**src/rtl/axi3_intbus_pkg.sv**
```systemverilog
// Shared encodings and FSM state type for the AXI3-to-intbus bridge.
package axi3_intbus_pkg;

  localparam logic [1:0] BURST_FIXED = 2'b00;
  localparam logic [1:0] BURST_INCR  = 2'b01;
  localparam logic [1:0] BURST_WRAP  = 2'b10;

  localparam logic [1:0] RESP_OKAY   = 2'b00;
  localparam logic [1:0] RESP_SLVERR = 2'b10;

  typedef enum logic [2:0] {
    S_IDLE     = 3'd0,
    S_WR_DATA  = 3'd1,
    S_WR_RESP  = 3'd2,
    S_RD_ISSUE = 3'd3,
    S_RD_WAIT  = 3'd4,
    S_RD_DATA  = 3'd5
  } state_t;

  // WRAP walks forward like INCR; only FIXED keeps the address in place.
  function automatic logic addr_advances(input logic [1:0] burst);
    return (burst == BURST_INCR) || (burst == BURST_WRAP);
  endfunction

endpackage

```
**src/rtl/axi3_intbus_arb.sv**
```systemverilog
// Two-request arbiter: a lone request wins; on a tie the side not served last time wins.
module axi3_intbus_arb (
  input  logic clk,
  input  logic rst_n,
  input  logic req_wr,
  input  logic req_rd,
  input  logic en,
  output logic gnt_wr,
  output logic gnt_rd
);

  logic prio_wr;

  assign gnt_wr = req_wr & (~req_rd | prio_wr);
  assign gnt_rd = req_rd & (~req_wr | ~prio_wr);

  always_ff @(posedge clk) begin
    if (!rst_n) begin
      prio_wr <= 1'b1;
    end else if (en && gnt_wr) begin
      prio_wr <= 1'b0;
    end else if (en && gnt_rd) begin
      prio_wr <= 1'b1;
    end
  end

endmodule

```
**src/rtl/axi3_to_intbus_bridge.sv**
```systemverilog
// AXI3 slave to single-cycle internal register bus, one beat per bus access.
// Optional AXI3_TO_INTBUS_WSTRB_CHECK_EN: partial-strobe beats are dropped and flagged SLVERR.
module axi3_to_intbus_bridge
  import axi3_intbus_pkg::*;
#(
  parameter int ADDR_WIDTH = 32,
  parameter int DATA_WIDTH = 32,
  parameter int ID_WIDTH   = 12,
  parameter int RD_LAT     = 1
) (
  input  logic                  aclk,
  input  logic                  aresetn,
  input  logic [ID_WIDTH-1:0]   awid,
  input  logic [ADDR_WIDTH-1:0] awaddr,
  input  logic [3:0]            awlen,
  input  logic [1:0]            awburst,
  input  logic                  awvalid,
  output logic                  awready,
  input  logic [ID_WIDTH-1:0]   wid,
  input  logic [DATA_WIDTH-1:0] wdata,
  input  logic [3:0]            wstrb,
  input  logic                  wlast,
  input  logic                  wvalid,
  output logic                  wready,
  output logic [ID_WIDTH-1:0]   bid,
  output logic [1:0]            bresp,
  output logic                  bvalid,
  input  logic                  bready,
  input  logic [ID_WIDTH-1:0]   arid,
  input  logic [ADDR_WIDTH-1:0] araddr,
  input  logic [3:0]            arlen,
  input  logic [1:0]            arburst,
  input  logic                  arvalid,
  output logic                  arready,
  output logic [ID_WIDTH-1:0]   rid,
  output logic [DATA_WIDTH-1:0] rdata,
  output logic [1:0]            rresp,
  output logic                  rlast,
  output logic                  rvalid,
  input  logic                  rready,
  output logic [ADDR_WIDTH-3:0] bus_addr,
  output logic [DATA_WIDTH-1:0] bus_wdata,
  output logic                  bus_wr,
  output logic                  bus_rd,
  input  logic [DATA_WIDTH-1:0] bus_rdata,
  output state_t                fsm_state
);

  localparam logic [2:0]            LAT_CYC  = 3'(RD_LAT);
  localparam logic [ADDR_WIDTH-3:0] ONE_WORD = {{(ADDR_WIDTH-3){1'b0}}, 1'b1};

  state_t                state_q, state_d;
  logic [ID_WIDTH-1:0]   id_q;
  logic [ADDR_WIDTH-3:0] addr_q, addr_nxt;
  logic [3:0]            len_q, beat_q;
  logic [1:0]            burst_q;
  logic [2:0]            lat_q;
  logic                  gnt_wr, gnt_rd, arb_en, beat_ok;
  logic                  unused_bits;

  assign unused_bits = ^{wid, wlast, wstrb, awaddr[1:0], araddr[1:0]};
  assign fsm_state   = state_q;
  assign bid         = id_q;
  assign rid         = id_q;
  assign rresp       = RESP_OKAY;
  assign addr_nxt    = addr_advances(burst_q) ? addr_q + ONE_WORD : addr_q;
  assign arb_en      = (state_q == S_IDLE) && aresetn;

  axi3_intbus_arb u_arb (
    .clk    (aclk),
    .rst_n  (aresetn),
    .req_wr (awvalid),
    .req_rd (arvalid),
    .en     (arb_en),
    .gnt_wr (gnt_wr),
    .gnt_rd (gnt_rd)
  );

`ifdef AXI3_TO_INTBUS_WSTRB_CHECK_EN
  logic err_q;
  assign beat_ok = (wstrb == 4'hF);
  assign bresp   = err_q ? RESP_SLVERR : RESP_OKAY;

  always_ff @(posedge aclk) begin
    if (!aresetn) begin
      err_q <= 1'b0;
    end else if (awready) begin
      err_q <= 1'b0;
    end else if (wready && wvalid && !beat_ok) begin
      err_q <= 1'b1;
    end
  end
`else
  assign beat_ok = 1'b1;
  assign bresp   = RESP_OKAY;
`endif

  always_ff @(posedge aclk) begin
    if (!aresetn) state_q <= S_IDLE;
    else          state_q <= state_d;
  end

  // Handshake: a transfer happens on any clock edge where valid and ready are both high;
  // ready/valid driven here are decoded from the registered state only (plus request in IDLE).
  always_comb begin
    state_d = state_q;
    awready = 1'b0;
    arready = 1'b0;
    wready  = 1'b0;
    bvalid  = 1'b0;
    rvalid  = 1'b0;
    bus_rd  = 1'b0;
    case (state_q)
      S_IDLE: begin
        if (aresetn && gnt_wr) begin
          awready = 1'b1;
          state_d = S_WR_DATA;
        end else if (aresetn && gnt_rd) begin
          arready = 1'b1;
          state_d = S_RD_ISSUE;
        end
      end
      S_WR_DATA: begin
        wready = 1'b1;
        if (wvalid && (beat_q == len_q)) state_d = S_WR_RESP;
      end
      S_WR_RESP: begin
        bvalid = 1'b1;
        if (bready) state_d = S_IDLE;
      end
      S_RD_ISSUE: begin
        bus_rd  = 1'b1;
        state_d = S_RD_WAIT;
      end
      S_RD_WAIT: begin
        if (lat_q == LAT_CYC) state_d = S_RD_DATA;
      end
      S_RD_DATA: begin
        rvalid = 1'b1;
        if (rready) state_d = rlast ? S_IDLE : S_RD_ISSUE;
      end
      default: state_d = S_IDLE;
    endcase
  end

  always_ff @(posedge aclk) begin
    if (!aresetn) begin
      id_q      <= '0;
      addr_q    <= '0;
      len_q     <= '0;
      burst_q   <= '0;
      beat_q    <= '0;
      lat_q     <= '0;
      bus_addr  <= '0;
      bus_wdata <= '0;
      bus_wr    <= 1'b0;
      rdata     <= '0;
      rlast     <= 1'b0;
    end else begin
      bus_wr <= 1'b0;
      case (state_q)
        S_IDLE: begin
          if (awready) begin
            id_q    <= awid;
            addr_q  <= awaddr[ADDR_WIDTH-1:2];
            len_q   <= awlen;
            burst_q <= awburst;
            beat_q  <= '0;
          end else if (arready) begin
            id_q     <= arid;
            addr_q   <= araddr[ADDR_WIDTH-1:2];
            bus_addr <= araddr[ADDR_WIDTH-1:2];
            len_q    <= arlen;
            burst_q  <= arburst;
            beat_q   <= '0;
          end
        end
        S_WR_DATA: begin
          if (wvalid) begin
            // A dropped beat leaves bus_addr/bus_wdata at the previous strobe's values.
            if (beat_ok) begin
              bus_wr    <= 1'b1;
              bus_addr  <= addr_q;
              bus_wdata <= wdata;
            end
            addr_q <= addr_nxt;
            beat_q <= beat_q + 4'd1;
          end
        end
        S_RD_ISSUE: lat_q <= 3'd1;
        S_RD_WAIT: begin
          if (lat_q == LAT_CYC) begin
            rdata <= bus_rdata;
            rlast <= (beat_q == len_q);
          end else begin
            lat_q <= lat_q + 3'd1;
          end
        end
        S_RD_DATA: begin
          if (rready) begin
            rlast <= 1'b0;
            if (!rlast) begin
              addr_q   <= addr_nxt;
              bus_addr <= addr_nxt;
              beat_q   <= beat_q + 4'd1;
            end
          end
        end
        default: ;
      endcase
    end
  end

endmodule

```
**config.mk**
```make
export PLATFORM = sky130hd
export DESIGN_NAME = axi3_to_intbus_bridge
export DESIGN_NICKNAME = d
export VERILOG_FILES = /design/src/rtl/axi3_intbus_pkg.sv /design/src/rtl/axi3_intbus_arb.sv /design/src/rtl/axi3_to_intbus_bridge.sv
export SDC_FILE = /design/constraint.sdc
export NUM_CORES = 1
export LEC_CHECK = 0
export CORE_UTILIZATION = 35
export DETAILED_ROUTE_END_ITERATION = 12
export PLACE_DENSITY = 0.67
export SLEW_MARGIN = 0
export SYNTH_ARGS = -nofsm -noshare
export SYNTH_HDL_FRONTEND = slang
export SYNTH_SLANG_ARGS = --single-unit
```
**constraint.sdc**
```tcl
create_clock -name aclk -period 4.7 [get_ports aclk]
set_input_delay 0.47 -clock aclk [delete_from_list [all_inputs] [get_ports aclk]]
set_output_delay 0.47 -clock aclk [all_outputs]
set_load 0.03 [all_outputs]
```
-- Yosys cells after proc, flatten, opt, wreduce, memory -nomap -nowiden
Index checks and enable logic that the tools add are counted.
- bits in writable memories: 0
- register bits after elaboration: 155
- memories: 0
- logic and storage cells: 112
- memory bits (read-only): 0
- bits of input ports: 188
- bits in latches: 0
- output and inout bits: 133
- add/subtract/negate cells: 3
- multiply operators: 0
- magnitude comparators: 0
- divide/modulo/power cells: 0
- reduce and logical (&&, ||, !) cells: 22
- equal/unequal tests: 20
- bitwise operators: 7
- shift operators: 0
- mux-type cells: 47
- operators by type and width (kind ; number):
    30-bit 2-to-1 mux ; 8
    30-bit one-hot mux with 3 select lines ; 2
    30-bit by 1-bit adder with 30-bit output (second input constant) ; 1
    4-bit 2-to-1 mux ; 7
    12-bit 2-to-1 mux ; 2
    3-bit 2-to-1 mux ; 7
    2-bit inequality test (second input constant) ; 9
    3-bit one-hot mux with 6 select lines ; 1
    1-bit 2-to-1 mux ; 14
    4-bit one-hot mux with 3 select lines ; 1
    2-bit AND reduction ; 5
    5-bit AND reduction ; 2
    2-bit nonzero test ; 4
    3-bit by 1-bit equality test with 1-bit output (second input constant) ; 2
    3-bit by 2-bit equality test with 1-bit output (second input constant) ; 2
    3-bit equality test (second input constant) ; 2
    1-bit logical AND ; 6
    2-bit 2-to-1 mux ; 3
    3-bit one-hot mux with 2 select lines ; 1
    6-bit AND reduction ; 1
    4-bit by 1-bit adder with 4-bit output (second input constant) ; 1
    4-bit equality test ; 1
    3-bit by 1-bit adder with 3-bit output (second input constant) ; 1
    3-bit logical NOT ; 1
    11 further kinds ; 15

-- Logic depth before layout (Yosys ltp)
Gate-level depths: netlist of the first run.
- depth after elaboration: 10
- gate-level depth with buffers: 9
- depth with buffers taken out: 7

-- Hierarchy
Synthesis of the first run repeated with hierarchy kept, for this count alone.
- cells, all modules: 1005
- area, all modules: 7813.7 sq um
- by module, submodules not included (module ; sequential area each (sq um) ; area an instance (sq um) ; times used ; cells an instance):
    axi3_to_intbus_bridge ; 3083.0 ; 7754.9 ; 1 ; 998
    axi3_intbus_arb ; 20.0 ; 58.8 ; 1 ; 7

-- Worst setup path after synthesis of the first run
No wires, ideal clock.
- path kind: flip-flop to output port
- start: register state_q[2] (netlist: fsm_state[2])
- end: output port bvalid
- stages on the path, launching flop included: 6
- path buffers: 4
- data required time: 4.230 ns
- setup slack: 2.332 ns
- data arrival time: 1.898 ns
- cells stage by stage: dfxtp_1 > buf_2 > buf_2 > buf_1 > buf_2 > nor3_1
- word-level cells in the longest chain between the ends: 2
- ends and longest elaborated chain (what ; RTL line ; RTL):
    from (decl) ; axi3_to_intbus_bridge.sv:52 ; state_t state_q, state_d;
    from (signal assigned) ; axi3_to_intbus_bridge.sv:100 ; else state_q <= state_d;
    3-bit by 2-bit equality test with 1-bit output ; axi3_to_intbus_bridge.sv:113 ; case (state_q)
    1-bit 2-to-1 mux ; axi3_to_intbus_bridge.sv:113 ;
    to (decl) ; axi3_to_intbus_bridge.sv:27 ; output logic bvalid,
No other way between the ends.

-- Worst setup path in the final report of the first run
- start: register state_q[0] (netlist: fsm_state[0])
- end: output port wready
- word-level cells in the longest chain between the ends: 2
- ends and longest elaborated chain (what ; RTL line ; RTL):
    3-bit by 1-bit equality test with 1-bit output ; axi3_to_intbus_bridge.sv:113 ;
    1-bit 2-to-1 mux ; axi3_to_intbus_bridge.sv:113 ;
    to (decl) ; axi3_to_intbus_bridge.sv:24 ; output logic wready,
No other way between the ends.

==> flow_summary_export.csv, run 1 <==
group,metric,value,unit
placement,place_hpwl,20500,um
critical_path,cp.required,4.23,ns
placement,gp_congestion,0.911,
pwr,leakagePower,0.00398,uW
timing,hold_viol,0,
pwr,ir_drop,0.248,mV
floorplan,io_pins,321,
synthesis,synth.most_common_cell,"nand2_1",
worst_hold_path,min_path_cells,2,
final_layout,final_util,51.2,%
synthesis,synthTopCellsByArea,"dfxtp_1 (38%), nand2_1 (10%), a21oi_1 (7.2%)",
final_layout,register_area,0.00310,mm^2
clock_tree,insertion_delay,0.43,ns
floorplan,std_cell_rows,55,
pwr,power.density,481,mW/mm^2
clock_tree,cts_root_buffer,"clkbuf_16",
worst_hold_path,min-delay-start,"bus_wdata[3]$_SDFFE_PN0P_",
synthesis,syn_inst,1060,
clock_tree,htree_num_levels,4,
floorplan,die_h,154,um
clock_tree,cts_made_buffers,17,
worst_hold_path,hold_end,"bus_wdata[3]$_SDFFE_PN0P_",
timing,setup_violations,0,
routing,dr.pass1.iters,7,
final_layout,drive_gt1_share,6.01,%
timing,fin_setup_tns,0,ns
timing,rsz0062_at_grt,"no",
synthesis,syn-cell-area,0.00811,mm^2
clock_tree,ctsHoldBuffers,0,
routing,drc,0,
clock_tree,cts_resized,0,
global_routing,antenna_found_initial,1,
critical_path,cp_max_fo,19,
clock_tree,path_clk_slew,0.07,ns
final_layout,nets,1477,
final_layout,multi_input_area,0.00446,mm^2
critical_path,r2r_cells,5,
worst_hold_path,hold_path.class,"flop to flop",
clock_tree,clock_sinks,155,
floorplan,fp.dieW,154,um
synthesis,yosysUniqueCellTypes,71,
final_layout,nFillCells,2208,
global_routing,grt_pass1_wl,46000,um
routing,wl_per_cell,18.5,um
floorplan,core,0.0227,mm^2
final_layout,final_cell_area,0.0116,mm^2
synthesis,async_flop_share,0,%
critical_path,crit_type,"flop to output pin",
synthesis,synth_top_cell_by_area,"dfxtp_1",
clock_tree,post-cts-setup-buffers,0,
synthesis,synth.top_cell.area_share,38.3,%
clock_tree,cts_tree,"built",
synthesis,ys_ff_latch,155,
routing,viasPerCell,5.53,
routing,vias,8766,
critical_path,r2r_end,"bus_addr[12]$_SDFFE_PN0P_",
placement,placed_area,0.0111,mm^2
timing,finClkSkew,0.0106,ns
global_routing,grt_pass1_vias,8031,
critical_path,start_kind,"flop",
synthesis,ys_seq_area_share,38.3,%
routing,ant_nets,0,
global_routing,grt_start_max_net_pins,41,
synthesis,synth_ff_type,"dfxtp_1",
critical_path,timing.rr.start,"fsm_state[0]$_SDFFE_PN0P_",
timing,tightest_slew,1.18,ns
placement,portBuffers,295,
timing,timing.fmax,298,MHz
floorplan,initial_utilization,35.7,%
synthesis,syn_avg_cell_area,7.65,um^2
critical_path,rrSetupSlack,1.69,ns
synthesis,synth_edf_count,0,
synthesis,ys_top_cells_by_count,"nand2_1 (220), dfxtp_1 (155), a21oi_1 (116)",
critical_path,critPathArrivalTime,2.89,ns
timing,fin_crit,3.36,ns
critical_path,end_kind,"output pin",
clock_tree,clk_path_buf_depth,2,
final_layout,synthToLayoutAreaGrowth,43.5,%
global_routing,grt_usage,24.6,%
routing,first_iter_violations,859,
floorplan,dieArea,0.0238,mm^2
synthesis,yosysWarnings,0,
outcome,status,"finished, final reports clean",
routing,wl,29300,um
global_routing,overflow,0,
timing,slew_viol_final,0,
timing,slew_headroom,20.9,%
timing,post-route-period-util,71.4,%
job,max-cap-violations,0,
[power breakdown]
group	switching [uW]	total, uW	internal, uW
clock network	653	1360	708
logic	1460	2380	924
registers	281	1850	1570
[cells in the final DEF (no fill, tap or decap), drive strengths merged, types with 13 or more instances in the layout]
master	n
dfxtp	155
a31oi	13
nor4	24
nand3	51
nor3	26
nor2	50
nand2	220
buf	21
and3	14
o21ai	38
xnor2	19
clkbuf	17
inv	23
o22ai	16
o31a	14
nand4	23
a21oi	117
clkdlybuf4s50	294
[cells by family (layout without fill, tap and decap cells)]
family	count (synthesis)	in the layout	share of synthesized area, %
xor gates and xnor gates	31	31	3.44
buffers and inverters	124	359	7.08
and+or+nand+nor	451	451	26.5
other	1	5	0.0463
muxes	19	19	2.45
AOI/OAI and AO/OA	275	275	21.5
DFF	155	155	38.3
adders and majority gates	4	4	0.617
[area by class of cell]
cell class	count	share of cell area [%]
diodes	1	0.0215
clock buffers	17	3.66
clock inverters	15	1.24
inverters	12	0.398
multi-input cells	784	38.3
flip-flops and latches	155	26.7
well taps	285	3.06
repair buffers	315	26.6
[flip-flops by register name, summed over array words and instances (netlist names)]
signal,count
addr_q,30
beat_q,4
bid,12
burst_q,2
bus_addr,30
bus_wdata,32
bus_wr,1
fsm_state,3
lat_q,3
len_q,4
rdata,32
rlast,1
u_arb.prio_wr,1
[routing by layer]
metal	vias up	track usage [%]	part of all wire [%]
met5	-	0	0
met4	0	7.10	1.8
met3	28	4.74	7.2
met2	384	40.1	48
met1	4123	32.8	43
li1	4231	-	-
[critical path, cell delays in order, from the launching register on]
cell and delay, ns:
dfxtp_1 0.74, nand2b_1 0.59, nor2_1 0.37, clkdlybuf4s50_1 0.77
[worst max path at each step]
stage,start,slack [ns],to
after floorplan,fsm_state[2]$_SDFFE_PN0P_,2.33,bvalid
after global placement,aresetn,1.59,arready
after detailed placement,aresetn,1.59,arready
after CTS,fsm_state[0]$_SDFFE_PN0P_,1.32,wready
after global routing,fsm_state[0]$_SDFFE_PN0P_,1.24,wready
final,fsm_state[0]$_SDFFE_PN0P_,1.34,wready
[per-stage QoR]
step	power (uW)	hold slack, ns	setup slack [ns]	cells
2_1_floorplan	3300	0.461	2.33	1063
6_report	5590	0.451	1.34	1584
4_1_cts	5610	0.455	1.32	1583
3_3_place_gp	4220	0.440	1.59	1551
5_1_grt	5880	0.468	1.24	1584
3_5_place_dp	4240	0.446	1.59	1551
No activity file was read; power rests on OpenSTA's default activity.
==> inputs of run 2 (changes only) <==
clock period = 3.4 ns   (was 4.7 ns; I/O delays follow)
==> flow_summary_export.csv, run 2 (synthesis results as in run 1) <==
group,metric,value,unit
routing,wl_per_cell,18.3,um
timing,slew_headroom,36.0,%
final_layout,register_area,0.00310,mm^2
critical_path,r2r_end,"addr_q[12]$_SDFFE_PN0P_",
job,max-cap-violations,0,
final_layout,diodes,0,
placement,place_hpwl,20800,um
global_routing,grt_usage,24.3,%
timing,timing.fmax,350,MHz
worst_hold_path,min-delay-start,"aresetn",
critical_path,crit_family,"buffers and inverters",
clock_tree,post-cts-setup-buffers,0,
clock_tree,htree_num_levels,4,
pwr,comb_power_share,42.5,%
routing,ant_nets,0,
global_routing,grt_start_max_net_pins,78,
timing,rsz0062_at_grt,"no",
floorplan,core,0.0227,mm^2
worst_hold_path,min_path_cells,2,
timing,tightest_slew,0.956,ns
final_layout,nFillCells,2236,
outcome,status,"finished, final reports clean",
pwr,p_seq_share,32.7,%
routing,vias,8735,
clock_tree,cts_tree,"built",
clock_tree,cts_made_buffers,17,
clock_tree,insertion_delay,0.42,ns
floorplan,die_h,154,um
floorplan,dieArea,0.0238,mm^2
critical_path,timing.rr.start,"fsm_state[0]$_SDFFE_PN0P_",
critical_path,crit_type,"flop to output pin",
final_layout,layout_common_cells,"clkdlybuf4s50_1 (292), nand2_1 (220), dfxtp_1 (155), a21oi_1 (116)",
placement,gp_congestion,0.926,
clock_tree,clk_path_buf_depth,2,
clock_tree,ctsHoldBuffers,0,
global_routing,grt_pass1_wl,45300,um
floorplan,io_pins,321,
pwr,switching_share,41.4,%
critical_path,cp_max_fo,24,
timing,fin_crit,2.85,ns
critical_path,critPathArrivalTime,2.51,ns
global_routing,grt_pass1_vias,8071,
critical_path,r2r_cells,6,
worst_hold_path,hold_end,"addr_q[3]$_SDFFE_PN0P_",
final_layout,largestRegisters,"bus_wdata (32), rdata (32)",
floorplan,std_cell_rows,55,
critical_path,rrSetupSlack,0.62,ns
clock_tree,cts_root_buffer,"clkbuf_16",
timing,setup_violations,0,
pwr,ir_drop,0.377,mV
routing,viasPerCell,5.49,
final_layout,synthToLayoutAreaGrowth,44.5,%
critical_path,end_kind,"output pin",
pwr,p_clk_share,24.8,%
clock_tree,clock_sinks,155,
routing,drc,0,
clock_tree,cts_resized,0,
critical_path,slowest_stage,"clkdlybuf4s50_1",
timing,finClkSkew,0.0109,ns
critical_path,crit_buf_inv,3,
final_layout,nets,1484,
pwr,p_sw,3240,uW
timing,hold_viol,0,
routing,dr.pass1.iters,7,
worst_hold_path,hold_path.class,"input port to flop",
placement,dp.cells,1558,
pwr,power.density,668,mW/mm^2
pwr,leakagePower,0.00402,uW
critical_path,cp.required,3.06,ns
timing,fin_setup_tns,0,ns
final_layout,multi_input_area,0.00446,mm^2
critical_path,start_kind,"flop",
pwr,intPower,4580,uW
floorplan,initial_utilization,35.7,%
routing,first_iter_violations,746,
final_layout,fin_cells,1590,
critical_path,critPathMaxStageDelay,0.73,ns
placement,portBuffers,295,
routing,wl,29100,um
clock_tree,path_clk_slew,0.06,ns
global_routing,antenna_found_initial,0,
global_routing,overflow,0,
floorplan,fp.dieW,154,um
final_layout,drive_gt1_share,6.59,%
final_layout,final_common_cell,"clkdlybuf4s50_1",
timing,post-route-period-util,83.9,%
critical_path,path_cells,"buf_4, inv_1, nor2_1, clkdlybuf4s50_1",
timing,slew_viol_final,0,
-- run 2: changes by cell type in the layout (fill, tap and decap cells not counted), sizes merged --
cell / previous run / this run
bufinv: 0 / 2
clkdlybuf4s50: 294 / 292
diode: 1 / 0
clkbuf: 17 / 18
inv: 23 / 17
clkinvlp: 1 / 4
buf: 21 / 30
-- run 2: metal layers --
layer,track usage (%),part of all wire (%)
met1,32.0,43
met2,39.4,48
met3,5.41,7.7
met4,8.19,1.8
met5,0,0
-- run 2: final cells by class --
| type | instances | area share (%) |
|---|---|---|
| multi-input combinational | 784 | 38.1 |
| sequential | 155 | 26.5 |
| clock inverter | 14 | 1.36 |
| timing repair buffer | 322 | 27.0 |
| tap | 285 | 3.04 |
| clock buffer | 18 | 3.66 |
| inverter | 12 | 0.395 |
-- run 2: power by group through the flow --
stage	combinational (uW)	clock (uW)	sequential [uW]
detailed placement	3320	0	2590
finish	3330	1940	2560
global placement	3280	0	2580
global route	3570	2060	2620
CTS	3330	1990	2560
floorplan	1670	0	2890
-- run 2: through the flow --
stage | utilization (%) | area (um^2) | total power (uW) | hold WS (ns) | setup WS [ns]
finish | 51.6 | 11700 | 7830 | 0.304 | 0.546
global route | 51.6 | 11700 | 8250 | 0.283 | 0.468
detailed placement | 49.0 | 11100 | 5910 | 0.446 | 0.668
CTS | 51.6 | 11700 | 7870 | 0.282 | 0.567
floorplan | - | 8120 | 4560 | 0.461 | 1.16
global placement | 49.0 | 11100 | 5870 | 0.441 | 0.725
-- run 2: worst max-delay path by stage --
stage | to | cells after the start | start
6_report | rvalid | 4 | fsm_state[2]$_SDFFE_PN0P_
5_1_grt | rvalid | 4 | fsm_state[2]$_SDFFE_PN0P_
4_1_cts | rvalid | 4 | fsm_state[2]$_SDFFE_PN0P_
3_5_place_dp | addr_q[12]$_SDFFE_PN0P_ | 7 | rready
3_3_place_gp | addr_q[12]$_SDFFE_PN0P_ | 7 | rready
2_1_floorplan | bvalid | 5 | fsm_state[2]$_SDFFE_PN0P_
==> inputs of run 3 (changes only) <==
PLACE_DENSITY = 0.69   (was 0.67)
clock period = 2.4 ns   (was 3.4 ns; I/O delays follow)
==> flow_summary_export.csv, run 3 (synthesis results as in run 1) <==
group,metric,value,unit
timing,slew_headroom,53.7,%
global_routing,grt_start_max_net_pins,66,
final_layout,diodes,0,
routing,drc,0,
clock_tree,ctsHoldBuffers,0,
floorplan,die_h,154,um
timing,post-route-period-util,96.3,%
timing,fin_setup_tns,0,ns
routing,first_iter_violations,709,
critical_path,critPathArrivalTime,2.07,ns
final_layout,layout_common_cells,"clkdlybuf4s50_1 (288), nand2_1 (220), dfxtp_1 (154), a21oi_1 (116), buf_4 (53)",
final_layout,final_cell_area,0.0120,mm^2
critical_path,end_kind,"output pin",
floorplan,fp.dieW,154,um
final_layout,multi_input_area,0.00445,mm^2
critical_path,cp.required,2.16,ns
timing,hold_viol,0,
routing,vias,8887,
worst_hold_path,hold_path.class,"input port to flop",
timing,finClkSkew,0.0109,ns
timing,tightest_slew,0.694,ns
clock_tree,cts_tree,"built",
final_layout,final_util,52.9,%
global_routing,overflow,0,
routing,ant_nets,0,
timing,slew_viol_final,0,
routing,wl_per_cell,18.4,um
critical_path,path_cells,"or4b_2, nor2_1, buf_4, buf_4",
floorplan,core,0.0227,mm^2
final_layout,synthToLayoutAreaGrowth,48.3,%
routing,dr.pass1.iters,6,
placement,place_hpwl,21400,um
global_routing,grt_pass1_vias,8465,
clock_tree,clk_path_buf_depth,2,
timing,rsz0062_at_grt,"no",
placement,dp.cells,1587,
final_layout,largestRegisters,"bus_wdata (32), rdata (32)",
floorplan,dieArea,0.0238,mm^2
final_layout,drive_gt1_share,9.07,%
placement,gp_congestion,0.956,
clock_tree,path_clk_slew,0.06,ns
global_routing,grt_usage,24.7,%
global_routing,antenna_found_initial,0,
clock_tree,insertion_delay,0.43,ns
clock_tree,cts_root_buffer,"clkbuf_16",
critical_path,slowest_stage,"or4b_2",
final_layout,final_common_cell,"clkdlybuf4s50_1",
global_routing,grt_pass1_wl,46300,um
critical_path,critPathMaxStageDelay,0.74,ns
clock_tree,post-cts-setup-buffers,0,
clock_tree,cts_made_buffers,17,
clock_tree,htree_num_levels,4,
pwr,leakagePower,0.00423,uW
critical_path,start_kind,"flop",
placement,portBuffers,295,
final_layout,nFillCells,2152,
placement,placed_area,0.0114,mm^2
final_layout,fin_cells,1619,
final_layout,nets,1513,
job,max-cap-violations,0,
floorplan,initial_utilization,35.7,%
timing,timing.fmax,433,MHz
floorplan,io_pins,321,
timing,setup_violations,0,
final_layout,register_area,0.00310,mm^2
routing,wl,29800,um
critical_path,cp_max_fo,14,
critical_path,crit_type,"flop to output pin",
floorplan,std_cell_rows,55,
critical_path,cpMostUsedCell,"buf_4",
routing,viasPerCell,5.49,
outcome,status,"finished, final reports clean",
pwr,power.density,956,mW/mm^2
pwr,ir_drop,0.675,mV
clock_tree,clock_sinks,155,
timing,fin_crit,2.31,ns
-- run 3: changes by cell type in the layout (fill, tap and decap cells not counted), moves of 2 or more --
| cell | previous run | this run |
|---|---|---|
| buf_6 | 0 | 2 |
| clkdlybuf4s50_1 | 292 | 288 |
| buf_4 | 28 | 53 |
| clkinvlp_4 | 4 | 0 |
| inv_8 | 1 | 3 |
| buf_12 | 1 | 7 |
| clkinv_4 | 1 | 3 |
-- run 3: cell type report --
class	instances	area share [%]
clock buffers	18	3.65
clock inverters	14	1.44
inverters	12	0.385
multi-input cells	784	37.0
flip-flops and latches	155	25.8
well taps	285	2.97
repair buffers	351	28.7
-- run 3: path summary, 6_finish.rpt --
check / start / to / slack (ns) / depth (start not counted)
max: fsm_state[2]$_SDFFE_PN0P_ / arready / 0.09 / 4
min reg2reg: rdata[0]$_SDFFE_PN0P_ / rdata[0]$_SDFFE_PN0P_ / 0.45 / 2
min: aresetn / bid[5]$_SDFFE_PN0P_ / 0.15 / 3
max reg2reg: addr_q[0]$_SDFFE_PN0P_ / addr_q[26]$_SDFFE_PN0P_ / 0.15 / 6
-- run 3: worst max-delay path, delay by kind of cell (launching register included) --
family        cells  cell delay [ns]
buf+inv           2             0.38
simple gates      2             0.87
flops             1             0.39
-- run 3: stage by stage --
stage	worst slack, ns	hold slack [ns]	total power (uW)
after floorplan	0.262	0.376	6470
after global placement	0.0913	0.441	8590
after detailed placement	0.0831	0.445	8650
after CTS	0.0447	0.134	11500
after global routing	0.0187	0.175	12100
final	0.0898	0.155	11500
-- run 3: what timing repair did --
| action | CTS | global route |
|---|---|---|
| setup endpoints to repair | 1 | 1 |
| endpoints found under the hold margin | 0 | 0 |
| gates resized for setup | 1 | 3 |
-- run 3: routing by layer --
metal / up-vias / GRT usage, % / share of wire, %
li1: 4310 / - / -
met1: 4172 / 32.2 / 43
met2: 363 / 40.8 / 48
met3: 42 / 4.68 / 6.6
met4: 0 / 8.62 / 2.5
met5: - / 0 / 0
-- run 3: power by group --
| part | internal (uW) | switching (uW) | total, uW | leakage (uW) |
|---|---|---|---|---|
| Clock | 1610 | 1230 | 2840 | 0.000303 |
| Combinational | 2090 | 2970 | 5060 | 0.00266 |
| Sequential | 3080 | 510 | 3590 | 0.00126 |
| Total | 6780 | 4710 | 11500 | 0.00423 |
